[src/rtl/hangman_pkg.sv]
// Shared constants, result codes and state encoding for the hangman round controller.
package hangman_pkg;

    localparam int LETTER_W = 5;
    localparam logic [LETTER_W-1:0] BLANK = 5'b11111;
    localparam int ALPHA_SIZE = 26;

    typedef enum logic [1:0] {
        R_NONE = 2'd0,
        R_HIT  = 2'd1,
        R_MISS = 2'd2,
        R_NOP  = 2'd3
    } result_t;

    typedef enum logic [2:0] {
        IDLE         = 3'd0,
        WAIT_PRESS   = 3'd1,
        WAIT_RELEASE = 3'd2,
        EVAL         = 3'd3,
        WON          = 3'd4,
        LOST         = 3'd5
    } state_t;

endpackage

[src/rtl/hangman_letter_match.sv]
// Compares the latched guess against every letter slot; BLANK slots never match.
module letter_match
    import hangman_pkg::*;
#(
    parameter int WORD_LEN = 5
) (
    input  logic [WORD_LEN*LETTER_W-1:0] word,
    input  logic [LETTER_W-1:0]          guess_r,
    output logic [WORD_LEN-1:0]          hit_vec
);

    always_comb begin
        hit_vec = '0;
        for (int i = 0; i < WORD_LEN; i++) begin
            hit_vec[i] = (word[i*LETTER_W +: LETTER_W] == guess_r) &&
                         (word[i*LETTER_W +: LETTER_W] != BLANK);
        end
    end

endmodule

[src/rtl/hangman_game_ctrl.sv]
// Hangman round controller: word load, debounced guess capture, evaluation and
// win/loss bookkeeping feeding the unmasking and drawing stages.
//
// state        | meaning
// IDLE         | no word loaded, go ignored
// WAIT_PRESS   | round active, waiting for a go press edge
// WAIT_RELEASE | guess latched, waiting for go to drop
// EVAL         | single cycle applying the latched guess
// WON          | every slot revealed, outputs frozen
// LOST         | miss limit reached, outputs frozen
module hangman_game_ctrl
    import hangman_pkg::*;
#(
    parameter int WORD_LEN   = 5,
    parameter int MAX_MISSES = 6
) (
    input  logic                         clk,
    input  logic                         resetn,
    input  logic                         word_load,
    input  logic [WORD_LEN*LETTER_W-1:0] word_in,
    input  logic [LETTER_W-1:0]          guess,
    input  logic                         go,
    output logic [WORD_LEN-1:0]          reveal_mask,
    output logic [2:0]                   miss_count,
    output logic [ALPHA_SIZE-1:0]        guessed_set,
    output logic [1:0]                   last_result,
    output logic                         ready,
    output logic                         win,
    output logic                         lose
);

    state_t                       state;
    logic                         go_q;
    logic [LETTER_W-1:0]          guess_r;
    logic [WORD_LEN*LETTER_W-1:0] word_r;

    logic [WORD_LEN-1:0]   hit_vec;
    logic [WORD_LEN-1:0]   blank_in;
    logic [ALPHA_SIZE-1:0] letter_sel;
    logic                  letter_valid;
    logic                  already_tried;

    logic [WORD_LEN-1:0]   mask_next;
    logic [2:0]            miss_next;
    logic [ALPHA_SIZE-1:0] set_next;
    result_t               res_next;
    state_t                eval_next;

    letter_match #(.WORD_LEN(WORD_LEN)) u_letter_match (
        .word    (word_r),
        .guess_r (guess_r),
        .hit_vec (hit_vec)
    );

    always_comb begin
        blank_in = '0;
        for (int i = 0; i < WORD_LEN; i++) begin
            blank_in[i] = (word_in[i*LETTER_W +: LETTER_W] == BLANK);
        end
    end

    // One-hot letter select doubles as the range check: codes above Z select nothing.
    always_comb begin
        letter_sel = '0;
        for (int n = 0; n < ALPHA_SIZE; n++) begin
            letter_sel[n] = (guess_r == LETTER_W'(n));
        end
    end

    assign letter_valid  = |letter_sel;
    assign already_tried = |(letter_sel & guessed_set);

    always_comb begin
        mask_next = reveal_mask;
        miss_next = miss_count;
        set_next  = guessed_set;
        res_next  = R_NOP;
        if (letter_valid && !already_tried) begin
            set_next = guessed_set | letter_sel;
            if (|hit_vec) begin
                mask_next = reveal_mask | hit_vec;
                res_next  = R_HIT;
            end else begin
                miss_next = miss_count + 3'd1;
                res_next  = R_MISS;
            end
        end
        if (&mask_next) begin
            eval_next = WON;
        end else if (miss_next == 3'(MAX_MISSES)) begin
            eval_next = LOST;
        end else begin
            eval_next = WAIT_PRESS;
        end
    end

    always_ff @(posedge clk) begin
        if (!resetn) begin
            state       <= IDLE;
            go_q        <= 1'b0;
            guess_r     <= '0;
            word_r      <= '0;
            reveal_mask <= '0;
            miss_count  <= '0;
            guessed_set <= '0;
            last_result <= R_NONE;
            ready       <= 1'b0;
            win         <= 1'b0;
            lose        <= 1'b0;
        end else begin
            go_q <= go;
            if (word_load) begin
                word_r      <= word_in;
                reveal_mask <= blank_in;
                miss_count  <= '0;
                guessed_set <= '0;
                last_result <= R_NONE;
                lose        <= 1'b0;
                if (&blank_in) begin
                    state <= WON;
                    ready <= 1'b0;
                    win   <= 1'b1;
                end else begin
                    state <= WAIT_PRESS;
                    ready <= 1'b1;
                    win   <= 1'b0;
                end
            end else begin
                case (state)
                    WAIT_PRESS: begin
                        if (go && !go_q) begin
                            guess_r <= guess;
                            state   <= WAIT_RELEASE;
                            ready   <= 1'b0;
                        end
                    end
                    WAIT_RELEASE: begin
                        if (!go) begin
                            state <= EVAL;
                        end
                    end
                    EVAL: begin
                        reveal_mask <= mask_next;
                        miss_count  <= miss_next;
                        guessed_set <= set_next;
                        last_result <= res_next;
                        state       <= eval_next;
                        ready       <= (eval_next == WAIT_PRESS);
                        win         <= (eval_next == WON);
                        lose        <= (eval_next == LOST);
                    end
                    default: ;
                endcase
            end
        end
    end

endmodule
[config.mk]
export PLATFORM = sky130hd
export DESIGN_NAME = hangman_game_ctrl
export DESIGN_NICKNAME = d
export VERILOG_FILES = /design/src/rtl/hangman_pkg.sv /design/src/rtl/hangman_letter_match.sv /design/src/rtl/hangman_game_ctrl.sv
export SDC_FILE = /design/constraint.sdc
export NUM_CORES = 1
export LEC_CHECK = 0
export ABC_CLOCK_PERIOD_IN_PS = 5200
export CAP_MARGIN = 20
export CORE_ASPECT_RATIO = 1.2
export CORE_MARGIN = 4
export CORE_UTILIZATION = 44
export CTS_CLUSTER_DIAMETER = 40
export DETAILED_ROUTE_END_ITERATION = 6
export GPL_TIMING_DRIVEN = 0
export PLACE_DENSITY = 0.81
export SLEW_MARGIN = 10
export SYNTH_ARGS = -nofsm -noshare
export SYNTH_HDL_FRONTEND = slang
export SYNTH_SLANG_ARGS = --single-unit
[constraint.sdc]
create_clock -name clk -period 5.2 [get_ports clk]
set_clock_uncertainty 0.15 [all_clocks]
set_input_delay 0.78 -clock clk [delete_from_list [all_inputs] [get_ports clk]]
set_output_delay 0.78 -clock clk [all_outputs]
set_load 0.05 [all_outputs]
==> impl_results.md <==
* Synth area leaders: dfxtp_1 (40%), mux2i_1 (10%), nor2_1 (7.7%), xor2_1 (4.1%), a21oi_1 (3.5%)
* Area Overhead vs Synth at 28.9%
* Setup bufs post-CTS at 0
* Ys async rst share at 0%
* DR vias at around 3400
* Antenna violations before repair at 0
* Main synth FF type: dfxtp_1
* Hold WC Path Type: reg2reg
* DRT Wirelength at ~10000 µm
* Core area at roughly 0.0078 mm²
* Crit path max-delay cell type: a2111oi_0
* Type of origin of the critical path: register
* CP most frequent cell: buf_2
* Layout cells sized above 1 at 7.71%
* Peak fanout along the critical path at 10
* Worst VDD drop at 0.126 mV
* Detail Placement HPWL at 7520 µm
* First-pass GRT wire length at 16400 µm
* Clk_lat worst skew at roughly 0.35 ns
* Outcome: finished, final reports clean
* Routability congestion estimate at 0.927
* Final setup vio count at 0
* Routed Antenna Nets at 0
* Crit end category: register
* Number of DRC markers in iteration 0 at 164
* Design Area, Final at 0.00466 mm²
* WP data required at 5.30 ns
* Setup Crit Path Kind: reg2reg
* Register area share after synthesis at 40.4%
* CTS buffer count at 9
* Max_slew headroom at between 20% and 30%
* Yosys top cell by area: dfxtp_1
* Part of the cycle the worst path needs at 67.0%
* Residual DRC at 0
* Final number of hold-violating endpoints at 0
* Clock tree from TritonCTS: built
* CTS sink count at between 70 and 80
* Worst Path Buf+Inv at 3
* Starting Density at 46.2%
* Cell count after synthesis at approximately 410
* Total gr overflow at 0
* Max-slew violation count at 0
* Largest net degree at the start of global routing at 14
* Synth Warn # at 0
* Placement-stage cell area at 0.00444 mm²
* Max-Cap Viols at 0
* Post-synth EDFFs at 0
* # nets final at 523
* Via density per instance at around 6
* Antenna Diode Count at 0
* Worst path top cell family by delay: compound AO/OA/AOI/OAI gates
* Vias in the first global route at around 3300
* Max stage delay on crit path at ~0.88 ns
* Die ar. at 0.00974 mm²
* Mapped Nets at approximately 440
* GRT Overall Usage at 20.9%
* Top Ports at 73
* Input/output buffers at 71
* Leakage at around 1.9 nW
* Cts repair resizes at 0
* Least-Margin Pin Slew at around 1.1 ns
* DR pass1 iterations at 5
* Die X at 90.8 µm
* CP cell instances: buf_2 > buf_2 > buf_2 > xor2_1 > a2111oi_0 > a21oi_1 > nor4_2 > nand3_1 > a32o_1
* Top post-synthesis cells by count: nor2_1 (74), dfxtp_1 (73), mux2i_1 (37)
* Clock Pin Slew Worst Setup and Hold Paths at around 0.080 ns
* Root Buffer: clkbuf_8
* Cell Area, Synth at roughly 0.0036 mm²
* Per-cell routed wire length at 17.1 µm
* H-tree lvl count at 3
* Most numerous cell in the Yosys netlist: nor2_1
* Die Span Y at 107 µm
* Yosys top cell area share at 40.4%
* Clock Path Buffers at 2
* Synth cell types at 53
* Yosys reg bits at 73
* RSZ-0062 raised after global routing: false
* Fill count at roughly 680
* Setup TNS at 0 ns
* Rows at 35
* Period minus WS final at 3.49 ns
* F_max at 287 MHz
* Critical Path AT at 3.59 ns
* Power Density at 264 mW/mm²
* Hold_buf cts at 0
* Avg Synthesized Cell Area at 8.91 µm²
[per-stage QoR]
step | instances | setup slack, ns | utilization, % | power [mW] | hold WS (ns)
floorplan | 406 | 2.38 | - | 0.696 | 0.329
global placement | 569 | 1.86 | 56.7 | 0.753 | 0.328
detailed placement | 569 | 1.87 | 56.7 | 0.756 | 0.333
CTS | 585 | 1.83 | 59.5 | 1.24 | 0.350
global route | 585 | 1.51 | 59.5 | 1.28 | 0.373
finish | 585 | 1.71 | 59.5 | 1.23 | 0.347
[cells by family (layout without fill, tap and decap cells)]
| group | after synthesis | after routing | synth area share [%] |
|---|---|---|---|
| AOI/OAI and AO/OA | 79 | 79 | 15.0 |
| xor gates and xnor gates | 23 | 23 | 5.57 |
| and+or+nand+nor | 157 | 157 | 23.6 |
| buffers and inverters | 34 | 121 | 4.29 |
| adders and majority gates | 1 | 1 | 0.346 |
| DFF | 73 | 73 | 40.4 |
| muxes | 39 | 39 | 10.9 |
[report_power, final]
part	switching (mW)	total [mW]	internal [mW]
sequential	0.0154	0.592	0.576
combinational	0.0846	0.154	0.0697
clock	0.218	0.487	0.270
[registers in the layout (all words and copies together) (netlist names), 2 cells and up]
register,cells
guess_r,5
guessed_set,26
last_result,2
state,3
word_r,25
miss_count,3
reveal_mask,5
[worst min-delay path: cells and delay by family, from the launching register on]
family	cells	cell delay, ns
simple gates	2	0.15
flops	1	0.31
[per-layer routing]
layer,vias up,track usage [%],routed length [µm]
li1,1643,-,-
met1,1630,25.8,4250
met2,117,36.4,5020
met3,20,4.41,524
met4,0,6.68,203
met5,-,0,0
[final cells by class]
| type | count | area, µm² | share of cell area [%] |
|---|---|---|---|
| Buffer | 31 | 144 | 3.09 |
| Clock buffer | 9 | 124 | 2.66 |
| Clock inverter | 7 | 93.8 | 2.01 |
| Inverter | 3 | 11.3 | 0.241 |
| Multi-Input combinational cell | 299 | 2000 | 43.0 |
| Sequential cell | 73 | 1460 | 31.3 |
| Tap cell | 92 | 115 | 2.47 |
| Timing Repair Buffer | 71 | 711 | 15.2 |
[cells in the final DEF (no fill, tap or decap), drive strengths merged, types with 5 or more instances in the layout]
| master | instances |
|---|---|
| nor2 | 74 |
| dfxtp | 73 |
| clkdlybuf4s50 | 71 |
| mux2i | 37 |
| clkbuf | 27 |
| a21oi | 25 |
| xor2 | 17 |
| buf | 13 |
| a31oi | 12 |
| nand3 | 12 |
| a211oi | 10 |
| and3 | 8 |
| nand2 | 7 |
| nor2b | 6 |
| or3 | 6 |
| xnor2 | 6 |
| a21o | 5 |
| nor3b | 5 |
| o21ai | 5 |
| and2 | 5 |
| nor3 | 5 |
| nor4 | 5 |
[worst paths after layout]
kind                            slack, ns              to  cells past startpoint            from
worst max register to register       1.71        state[0]                      9      guess_r[3]
worst max-delay path                 1.71        state[0]                      9      guess_r[3]
worst min-delay path                 0.35  last_result[0]                      2  last_result[0]
worst min register to register       0.35  last_result[0]                      2  last_result[0]
No activity file was read; power rests on OpenSTA's default activity.
